## src/rtl/stabilizer_basis_gen.sv

```systemverilog
`default_nettype none
// ----------------------------------------------------------------------------
// stabilizer_basis_gen : emits the initial N-qubit Z/X-basis stabilizer tableau,
// one single-literal row per valid/ready handshake.      rev 1.0
// ----------------------------------------------------------------------------
module stabilizer_basis_gen #(
  parameter int NUM_QUBIT = 3,
  parameter int ROW_W     = $clog2(NUM_QUBIT)
) (
  input  logic                 clk,
  input  logic                 rst,
  input  logic                 start_i,
  input  logic                 mode_i,
  input  logic [NUM_QUBIT-1:0] init_bits_i,
  input  logic                 out_ready_i,
  output logic                 out_valid_o,
  output logic [1:0]           literals_o [0:NUM_QUBIT-1],
  output logic                 phase_o,
  output logic [ROW_W-1:0]     row_idx_o,
  output logic                 busy_o,
  output logic                 done_o
);

  typedef enum logic [1:0] {
    S_IDLE = 2'd0,
    S_EMIT = 2'd1,
    S_DONE = 2'd2
  } state_t;

  localparam logic [1:0]       LIT_I    = 2'b00;
  localparam logic [1:0]       LIT_Z    = 2'b01;
  localparam logic [1:0]       LIT_X    = 2'b10;
  localparam logic [ROW_W-1:0] LAST_ROW = ROW_W'(NUM_QUBIT - 1);

  state_t                 state_q;
  logic [NUM_QUBIT-1:0]   bits_q;
  logic [ROW_W-1:0]       row_idx_d;

  assign row_idx_d = row_idx_o + ROW_W'(1);

  always_ff @(posedge clk) begin
    if (rst) begin
      state_q     <= S_IDLE;
      bits_q      <= '0;
      out_valid_o <= 1'b0;
      phase_o     <= 1'b0;
      row_idx_o   <= '0;
      busy_o      <= 1'b0;
      done_o      <= 1'b0;
      for (int j = 0; j < NUM_QUBIT; j++)
        literals_o[j] <= (j == 0) ? LIT_Z : LIT_I;
    end else begin
      case (state_q)
        S_IDLE: begin
          if (start_i) begin
            bits_q      <= init_bits_i;
            phase_o     <= init_bits_i[0];
            row_idx_o   <= '0;
            out_valid_o <= 1'b1;
            busy_o      <= 1'b1;
            state_q     <= S_EMIT;
            for (int j = 0; j < NUM_QUBIT; j++)
              literals_o[j] <= (j == 0) ? (mode_i ? LIT_X : LIT_Z) : LIT_I;
          end
        end
        S_EMIT: begin
          if (out_ready_i) begin
            if (row_idx_o == LAST_ROW) begin
              out_valid_o <= 1'b0;
              done_o      <= 1'b1;
              state_q     <= S_DONE;
            end else begin
              // Basis choice lives in the literal vector; shifting it walks the diagonal.
              for (int j = 0; j < NUM_QUBIT; j++)
                literals_o[j] <= literals_o[(j + NUM_QUBIT - 1) % NUM_QUBIT];
              phase_o   <= bits_q[row_idx_d];
              row_idx_o <= row_idx_d;
            end
          end
        end
        S_DONE: begin
          done_o  <= 1'b0;
          busy_o  <= 1'b0;
          state_q <= S_IDLE;
        end
        default: state_q <= S_IDLE;
      endcase
    end
  end

endmodule
`default_nettype wire
```

## config.mk

```make
export PLATFORM = sky130hd
export DESIGN_NAME = stabilizer_basis_gen
export DESIGN_NICKNAME = d
export VERILOG_FILES = /design/src/rtl/stabilizer_basis_gen.sv
export SDC_FILE = /design/constraint.sdc
export NUM_CORES = 1
export LEC_CHECK = 0
export CORE_UTILIZATION = 49
export CTS_CLUSTER_DIAMETER = 60
export CTS_CLUSTER_SIZE = 20
export DETAILED_ROUTE_END_ITERATION = 8
export HOLD_SLACK_MARGIN = 0.15
export PLACE_DENSITY_LB_ADDON = 0.2
export SYNTH_ARGS = -nofsm -noshare
export SYNTH_HDL_FRONTEND = slang
export SYNTH_SLANG_ARGS = --single-unit
```

## constraint.sdc

```tcl
create_clock -name clk -period 2.9 [get_ports clk]
set_input_delay 0.58 -clock clk [delete_from_list [all_inputs] [get_ports clk]]
set_output_delay 0.58 -clock clk [all_outputs]
set_load 0.02 [all_outputs]
```

==> results.sh, run 1 <==
export IMPL_cts_root_buffer="clkbuf_4"
export IMPL_hold_viol=0
export IMPL_dieArea_mm2=0.00173
export IMPL_dpl_worst_slack_ps=865
export IMPL_portBuffers=19
export IMPL_cts_htree_levels=1
export IMPL_post_route_min_period_ps=1970
export IMPL_cts_buffers=3
export IMPL_ys_ff_latch=17
export IMPL_cts_tree="done"
export IMPL_yosys_warnings=0
export IMPL_syn_num_nets=93
export IMPL_grt_usage_pct=20.3
export IMPL_synth_top_cell_area_share_pct=44.2
export IMPL_path_depth=1
export IMPL_drtAntennaViolNets=0
export IMPL_viasPerCell=5.64
export IMPL_r2r_end="phase_o"
export IMPL_drtIter0Drc=6
export IMPL_finalMaxSlewViolations=0
export IMPL_chipHeight_um=41.6
export IMPL_relSlewSlack_pct=63.4
export IMPL_final_area_um2=988
export IMPL_setup_viol=0
export IMPL_rr_worst_depth=5
export IMPL_clock_path_buffers=2
export IMPL_clk_insertion_delay_late_ps=290
export IMPL_n_antenna_cell=0
export IMPL_die_x_um=41.6
export IMPL_avgRoutedWirePerCell_um=13.7
export IMPL_syn_area_um2=769
export IMPL_rsz0062_at_grt="false"
export IMPL_grt_overflow=0
export IMPL_r2r_start="row_idx_o[0]"
export IMPL_drt_total_wl_um=1610
export IMPL_power_leakage_nw=0.368
export IMPL_synth_simple_area_share_pct=21.8
export IMPL_drt_pre_antenna_iters=4
export IMPL_synth_compound_area_share_pct=22.0
export IMPL_worstPathArrival_ps=1390
export IMPL_finClkSkew_ps=8.56
export IMPL_cts_setup_buffers=0
export IMPL_critPathMaxFanout=6
export IMPL_cp_data_required_time_ps=2320
export IMPL_drc=0
export IMPL_antenna_found_initial=0
export IMPL_dpl_instance_area_um2=962
export IMPL_final_core_util_pct=71.5
export IMPL_rows=13
export IMPL_start_util_pct=55.7
export IMPL_io_pins=20
export IMPL_hp_class="flop to flop"
export IMPL_nFillCells=117
export IMPL_worstSetupPathType="flop to output port"
export IMPL_critPathBufInv=1
export IMPL_slowest_delay_ps=650
export IMPL_hpwl_um=1190
export IMPL_holdWs_ps=484
export IMPL_syn_mean_instance_area_um2=9.27
export IMPL_num_vias=665
export IMPL_worstSetupStartpoint="row_idx_o[0]"
export IMPL_cts_sinks=17
export IMPL_place_inst=114
export IMPL_cpMaxStageDelayCell="clkdlybuf4s50_1"
export IMPL_p_total_mw=0.468
export IMPL_worst_slack_ps=926
export IMPL_grt_max_degree=15
export IMPL_synth_top_family_by_area="compound AO/OA/AOI/OAI gates"
export IMPL_cp_cell_sequence="clkdlybuf4s50_1"
export IMPL_synthXorXnorAreaFrac_pct=0
export IMPL_synth_area_top_cells="dfxtp_1, a21oi_1, nand2_1, o21ai_0, ha_1"
export IMPL_reg2reg_slack_ps=1150
export IMPL_outcome="finished clean"
export IMPL_layout_cells_non_filler=118
export IMPL_ys_seq_area_share_pct=44.2
export IMPL_synth_fa_ha_area_share_pct=3.25
export IMPL_first_global_vias=632
export IMPL_yosys_area_top_type="dfxtp_1"
export IMPL_synth_mux_area_share_pct=4.72
export IMPL_synthCells=83
export IMPL_endpoint="row_idx_o[0]"
export IMPL_startpoint_type="flop"
export IMPL_maxCapViolCount=0
export IMPL_vdd_ir_drop_max_mv=0.393
export IMPL_fin_crit_sh_pct=68.1
export IMPL_worstHoldPathCells=2
export IMPL_final_nets=114
export IMPL_ctsResizeCount=0
export IMPL_fmaxAchievable_mhz=507
export IMPL_clkTransAtPathRegs_ps=90
export IMPL_place_gp_congestion=0.824
export IMPL_cp_top_family="buffers and inverters"
export IMPL_finalSetupTns_ps=0
export IMPL_grt_pass1_wl_um=2730
export IMPL_core_area_mm2=0.00138
export IMPL_synth_cell_types=30
export IMPL_syn_to_final_growth_pct=28.5
export IMPL_worst_slew_pin_slew_ps=547
export IMPL_power_density_mw_per_mm2=473
export IMPL_cts_hold_buf=0
export IMPL_worstSetupEndpointType="output port"
export IMPL_drive_gt1_share_pct=8.74
[layer usage]
metal  vias up  global-route usage [%]  wire length [um]
li1        336                       -                 -
met1       313                    26.8               763
met2        13                    31.6               771
met3         3                    7.83                68
met4         0                    3.87                10
met5         -                       0                 0
[layout by cell type, fill, tap and decap left out, drive strengths merged, types with 2 or more instances in the layout]
cell type      Yosys  final
o32ai              2      2
mux2               2      2
ha                 2      2
nor2b              4      4
nor3b              2      2
a21oi              9      9
dfxtp             17     17
a32o               2      2
nand2b             4      4
nor2               4      4
clkbuf             1      4
clkdlybuf4s50      0     19
nand2             10     10
o21ai              6      6
inv                4      4
[cells by family (layout without fill, tap and decap cells)]
logic type / count (synthesis) / count (layout)
AOI/OAI and AO/OA: 25 / 25
muxes: 3 / 3
and+or+nand+nor: 29 / 29
DFF: 17 / 17
buffers and inverters: 7 / 27
adders and majority gates: 2 / 2
[worst min path at each step]
| stage | start | end | slack (ps) |
|---|---|---|---|
| 2_1_floorplan | bits_q[0] | bits_q[0] | 450 |
| 3_3_place_gp | bits_q[0] | bits_q[0] | 460 |
| 3_5_place_dp | bits_q[0] | bits_q[0] | 480 |
| 4_1_cts | bits_q[0] | bits_q[0] | 490 |
| 5_1_grt | literals_o[2] | literals_o[0] | 530 |
| 6_report | bits_q[0] | bits_q[0] | 480 |
[report_power, final]
part           switching, mW  internal (mW)
registers             0.0115          0.246
logic                 0.0433         0.0445
clock network         0.0694         0.0535
total                  0.124          0.344
[sequential cells by signal (all words and copies together) (netlist names)]
register and flops:
row_idx_o 2, state_q 2, out_valid_o 1, bits_q 3
busy_o 1, done_o 1, phase_o 1, literals_o 6
[Yosys cell counts (all sizes together)]
library cell  instances
a211oi                1
a21boi                1
a21o                  1
a21oi                 9
a221oi                1
a22o                  1
a32o                  2
and3b                 1
and4bb                1
buf                   2
clkbuf                1
dfxtp                17
ha                    2
inv                   4
mux2                  2
mux2i                 1
nand2                10
nand2b                4
nand3                 1
nand3b                1
nor2                  4
nor2b                 4
nor3                  1
nor3b                 2
o21ai                 6
o221a                 1
o32ai                 2
[area by class of cell]
class,instances,area (um2),share of cell area (%)
Inverter,4,15.0,1.52
Timing Repair Buffer,19,190,19.2
Tap cell,15,18.8,1.90
Clock buffer,4,26.3,2.66
Sequential cell,17,340,34.4
Multi-Input combinational cell,59,398,40.3
[tightest hold or removal path: cells and delay by family, from the launching register on]
family	cells	cell delay, ps
AOI/OAI and AO/OA	2	130
DFF	1	320
(Power assumes the default switching activity.)
==> run 2, diff against run 1 <==
- CORE_UTILIZATION: 49 -> 41
- clock period: 2.9 -> 1.8 ns (I/O delays scaled with it)
==> run 2 against run 1 <==
Compared with the run above:
- global-route usage is 2.0 points lower
- sequential power is 60% higher
- largest power group unchanged
- final cell count increased by 13%
==> results.sh, run 2 (synthesis gave the netlist of run 1 again) <==
export IMPL_outcome="finished clean"
export IMPL_largest_register="literals_o"
export IMPL_drtIter0Drc=22
export IMPL_viasPerCell=5.12
export IMPL_cts_tree="done"
export IMPL_maxCapViolCount=0
export IMPL_final_core_util_pct=59.5
export IMPL_place_gp_congestion=0.771
export IMPL_cts_buffers=3
export IMPL_place_inst=129
export IMPL_finClkSkew_ps=13.1
export IMPL_cpMaxStageDelayCell="clkdlybuf4s50_1"
export IMPL_worst_slack_ps=72.1
export IMPL_n_antenna_cell=0
export IMPL_core_area_mm2=0.00175
export IMPL_hp_class="flop to flop"
export IMPL_post_route_min_period_ps=1730
export IMPL_clock_path_buffers=2
export IMPL_rsz0062_at_grt="false"
export IMPL_cts_root_buffer="clkbuf_4"
export IMPL_drc=0
export IMPL_power_leakage_nw=0.393
export IMPL_grt_max_degree=14
export IMPL_hold_viol=0
export IMPL_slowest_delay_ps=600
export IMPL_clkTransAtPathRegs_ps=100
export IMPL_final_common_cell="clkdlybuf4s50_1"
export IMPL_clk_insertion_delay_late_ps=300
export IMPL_startpoint_type="flop"
export IMPL_dieArea_mm2=0.00205
export IMPL_largest_register_ffs=6
export IMPL_drt_total_wl_um=1650
export IMPL_avgRoutedWirePerCell_um=12.4
export IMPL_vdd_ir_drop_max_mv=0.417
export IMPL_holdWs_ps=483
export IMPL_final_nets=119
export IMPL_grt_usage_pct=18.3
export IMPL_portBuffers=19
export IMPL_cp_cell_sequence="buf_4 > clkdlybuf4s50_1"
export IMPL_final_cell_mix="clkdlybuf4s50_1, dfxtp_1, nand2_1"
export IMPL_finalSetupTns_ps=0
export IMPL_chipHeight_um=45.3
export IMPL_setup_viol=0
export IMPL_drive_gt1_share_pct=13.0
export IMPL_syn_to_final_growth_pct=35.0
export IMPL_die_x_um=45.3
export IMPL_grt_pass1_wl_um=2660
export IMPL_worstSetupPathType="flop to output port"
export IMPL_cts_setup_buffers=0
export IMPL_start_util_pct=44.1
export IMPL_rows=15
export IMPL_fmaxAchievable_mhz=579
export IMPL_hpwl_um=1210
export IMPL_dpl_worst_slack_ps=121
export IMPL_layout_cells_non_filler=133
export IMPL_io_pins=20
export IMPL_worst_slew_pin_slew_ps=396
export IMPL_cp_data_required_time_ps=1440
export IMPL_cp_top_family="buffers and inverters"
export IMPL_cts_htree_levels=1
export IMPL_cts_hold_buf=0
export IMPL_cts_sinks=17
export IMPL_drt_pre_antenna_iters=4
export IMPL_reg2reg_slack_ps=230
export IMPL_top_regs="literals_o: 6 flops, bits_q: 3 flops"
export IMPL_first_global_vias=618
export IMPL_drtAntennaViolNets=0
export IMPL_critPathMaxFanout=5
export IMPL_grt_overflow=0
export IMPL_power_density_mw_per_mm2=744
export IMPL_ctsResizeCount=0
export IMPL_worstSetupEndpointType="output port"
export IMPL_fin_crit_sh_pct=96.0
export IMPL_worstPathArrival_ps=1370
export IMPL_finalMaxSlewViolations=0
export IMPL_num_vias=681
export IMPL_relSlewSlack_pct=73.6
export IMPL_critPathBufInv=2
export IMPL_antenna_found_initial=0
## run 2: cell types whose count changed in the layout (fill, tap and decap cells not counted)
cell   change
buf_4      +5
## run 2: metal layers
| metal | track usage (%) | routed length (um) | part of all wire, % | vias up |
|---|---|---|---|---|
| met5 | 0 | 0 | 0 | - |
| met4 | 7.27 | 35 | 2.1 | 0 |
| met3 | 4.00 | 79 | 4.8 | 4 |
| met2 | 29.9 | 720 | 44 | 16 |
| met1 | 23.2 | 810 | 49 | 316 |
| li1 | - | - | - | 345 |
## run 2: per-stage QoR
stage                     area [um2]  power [mW]
after floorplan                  769       0.504
after global placement          1010       0.572
after detailed placement        1010       0.574
after CTS                       1040       0.775
after global routing            1040       0.807
final                           1040       0.773
## run 2: area by class of cell
class                   instances  area (um2)
clock buffers                   4        26.3
repair buffers                 24         228
well taps                      25        31.3
fillers                       166         707
flip-flops and latches         17         340
inverters                       4        15.0
multi-input cells              59         398
## run 2: final timing paths
kind / to / cells past startpoint / from
max reg2reg: phase_o / 5 / row_idx_o[0]
max: row_idx_o[0] / 2 / row_idx_o[0]
min: done_o / 2 / done_o
min reg2reg: done_o / 2 / done_o
## run 2: report_power, final
group | switching [mW] | total (mW) | internal [mW]
Sequential | 0.0138 | 0.410 | 0.396
Combinational | 0.0746 | 0.155 | 0.0807
Clock | 0.121 | 0.208 | 0.0864
Total | 0.210 | 0.773 | 0.563
## run 2: worst min-delay path: stages, from the launching register on
cell and delay, ps:
dfxtp_1 330, nand2_1 60, a21oi_1 50
==> run 3, diff against run 2 <==
- PLACE_DENSITY: unset -> 0.72
- PLACE_DENSITY_LB_ADDON: 0.2 -> unset
==> run 3 against run 2 <==
Compared with the run above:
- critical path type unchanged
- clock power about the same
- register-to-register slack better by 30 ps
- largest cell class unchanged
- die area is the same
- critical path depth is the same
- final cell count did not move
- final area is 0.12% higher
- first-iteration DRC count is 50% lower
==> results.sh, run 3 (synthesis gave the netlist of run 1 again) <==
export IMPL_dieArea_mm2=0.00205
export IMPL_drc=0
export IMPL_startpoint_type="flop"
export IMPL_portBuffers=19
export IMPL_outcome="finished clean"
export IMPL_place_gp_congestion=0.756
export IMPL_chipHeight_um=45.3
export IMPL_drt_pre_antenna_iters=4
export IMPL_finClkSkew_ps=7.74
export IMPL_power_density_mw_per_mm2=743
export IMPL_clock_path_buffers=2
export IMPL_hold_viol=0
export IMPL_n_antenna_cell=0
export IMPL_drive_gt1_share_pct=13.9
export IMPL_power_leakage_nw=0.396
export IMPL_cp_data_required_time_ps=1440
export IMPL_critPathMaxFanout=5
export IMPL_grt_pass1_wl_um=2730
export IMPL_drtIter0Drc=11
export IMPL_final_nets=119
export IMPL_reg2reg_slack_ps=260
export IMPL_largest_register_ffs=6
export IMPL_avgRoutedWirePerCell_um=12.5
export IMPL_rsz0062_at_grt="false"
export IMPL_r2r_start="row_idx_o[0]"
export IMPL_post_route_min_period_ps=1720
export IMPL_relSlewSlack_pct=74.9
export IMPL_cts_htree_levels=1
export IMPL_setup_viol=0
export IMPL_cp_cell_sequence="buf_4 > clkdlybuf4s50_1"
export IMPL_cpMaxStageDelayCell="clkdlybuf4s50_1"
export IMPL_dpl_instance_area_mm2=0.00101
export IMPL_fin_crit_sh_pct=95.8
export IMPL_num_vias=685
export IMPL_cts_sinks=17
export IMPL_final_common_cell="clkdlybuf4s50_1"
export IMPL_cts_tree="done"
export IMPL_top_regs="literals_o: 6 flops, bits_q: 3 flops"
export IMPL_viasPerCell=5.15
export IMPL_worstSetupStartpoint="row_idx_o[0]"
export IMPL_place_inst=129
export IMPL_path_depth=2
export IMPL_fmaxAchievable_mhz=580
export IMPL_io_pins=20
export IMPL_cp_top_family="buffers and inverters"
export IMPL_final_cell_mix="clkdlybuf4s50_1, dfxtp_1, nand2_1"
export IMPL_rows=15
export IMPL_worstPathArrival_ps=1360
export IMPL_core_area_mm2=0.00175
export IMPL_ctsResizeCount=0
export IMPL_drt_total_wl_um=1660
export IMPL_first_global_vias=611
export IMPL_grt_overflow=0
export IMPL_layout_cells_non_filler=133
export IMPL_cts_setup_buffers=0
export IMPL_grt_max_degree=12
export IMPL_hpwl_um=1230
export IMPL_slowest_delay_ps=600
export IMPL_drtAntennaViolNets=0
export IMPL_finalMaxSlewViolations=0
export IMPL_die_x_um=45.3
export IMPL_maxCapViolCount=0
export IMPL_grt_usage_pct=18.9
export IMPL_antenna_found_initial=0
export IMPL_cts_root_buffer="clkbuf_4"
export IMPL_clkTransAtPathRegs_ps=90
export IMPL_worst_slew_pin_slew_ps=375
export IMPL_clk_insertion_delay_late_ps=300
export IMPL_start_util_pct=44.1
export IMPL_cts_buffers=3
export IMPL_final_area_mm2=0.00104
export IMPL_critPathBufInv=2
export IMPL_cts_hold_buf=0
export IMPL_endpoint="row_idx_o[0]"
export IMPL_worstSetupPathType="flop to output port"
export IMPL_finalSetupTns_ps=0
export IMPL_r2r_end="phase_o"
export IMPL_worstSetupEndpointType="output port"
export IMPL_largest_register="literals_o"
export IMPL_rr_worst_depth=5
export IMPL_hp_class="flop to flop"
export IMPL_syn_to_final_growth_pct=35.1
export IMPL_vdd_ir_drop_max_mv=0.377
[run 3: changes by cell type in the layout (fill, tap and decap cells not counted)]
cell	delta
clkbuf_1	-1
clkinv_2	+1
[run 3: where the power goes]
| group | leakage (nW) | internal (mW) | switching [mW] | total [mW] |
|---|---|---|---|---|
| registers | 0.139 | 0.396 | 0.0121 | 0.408 |
| logic | 0.239 | 0.0808 | 0.0767 | 0.157 |
| clock network | 0.0177 | 0.0828 | 0.124 | 0.207 |
[run 3: worst min path at each step]
stage               from   endpoint  slack (ps)  cells past startpoint
2_1_floorplan  bits_q[0]  bits_q[0]         450                      2
3_3_place_gp      done_o     done_o         460                      2
3_5_place_dp   bits_q[2]  bits_q[2]         470                      2
4_1_cts        bits_q[2]  bits_q[2]         480                      2
5_1_grt        bits_q[0]  bits_q[0]         520                      2
6_report       bits_q[2]  bits_q[2]         480                      2
[run 3: layout make-up]
class,instances,area [um2]
fillers,151,706
multi-input cells,59,398
flip-flops and latches,17,340
repair buffers,24,228
well taps,25,31.3
clock buffers,3,22.5
inverters,4,15.0
clock inverters,1,5.00
[run 3: layer usage]
layer  vias to the layer above  track usage, %  share of wire [%]
met3                         7            3.60                2.8
met5                         -               0                  0
met1                       316            24.8                 50
met2                        16            28.7                 44
met4                         0            10.9                3.1
li1                        346               -                  -
[run 3: through the flow]
step                      utilization, %  total power [mW]  worst slack [ps]  hold WS, ps
final                               59.6             0.772              76.0          482
after detailed placement            58.0             0.573              89.5          465
after CTS                           59.6             0.779              65.9          481
after global placement              58.0             0.572               113          464
after floorplan                        -             0.504              92.3          450
after global routing                59.6             0.811              22.3          518
[run 3: worst register-to-register path, delay by kind of cell (launching register included)]
kind,cells,cell delay (ps)
fa+ha+maj,1,320
mux,1,340
flops,1,340
compound gates,2,370
buf+inv,1,60
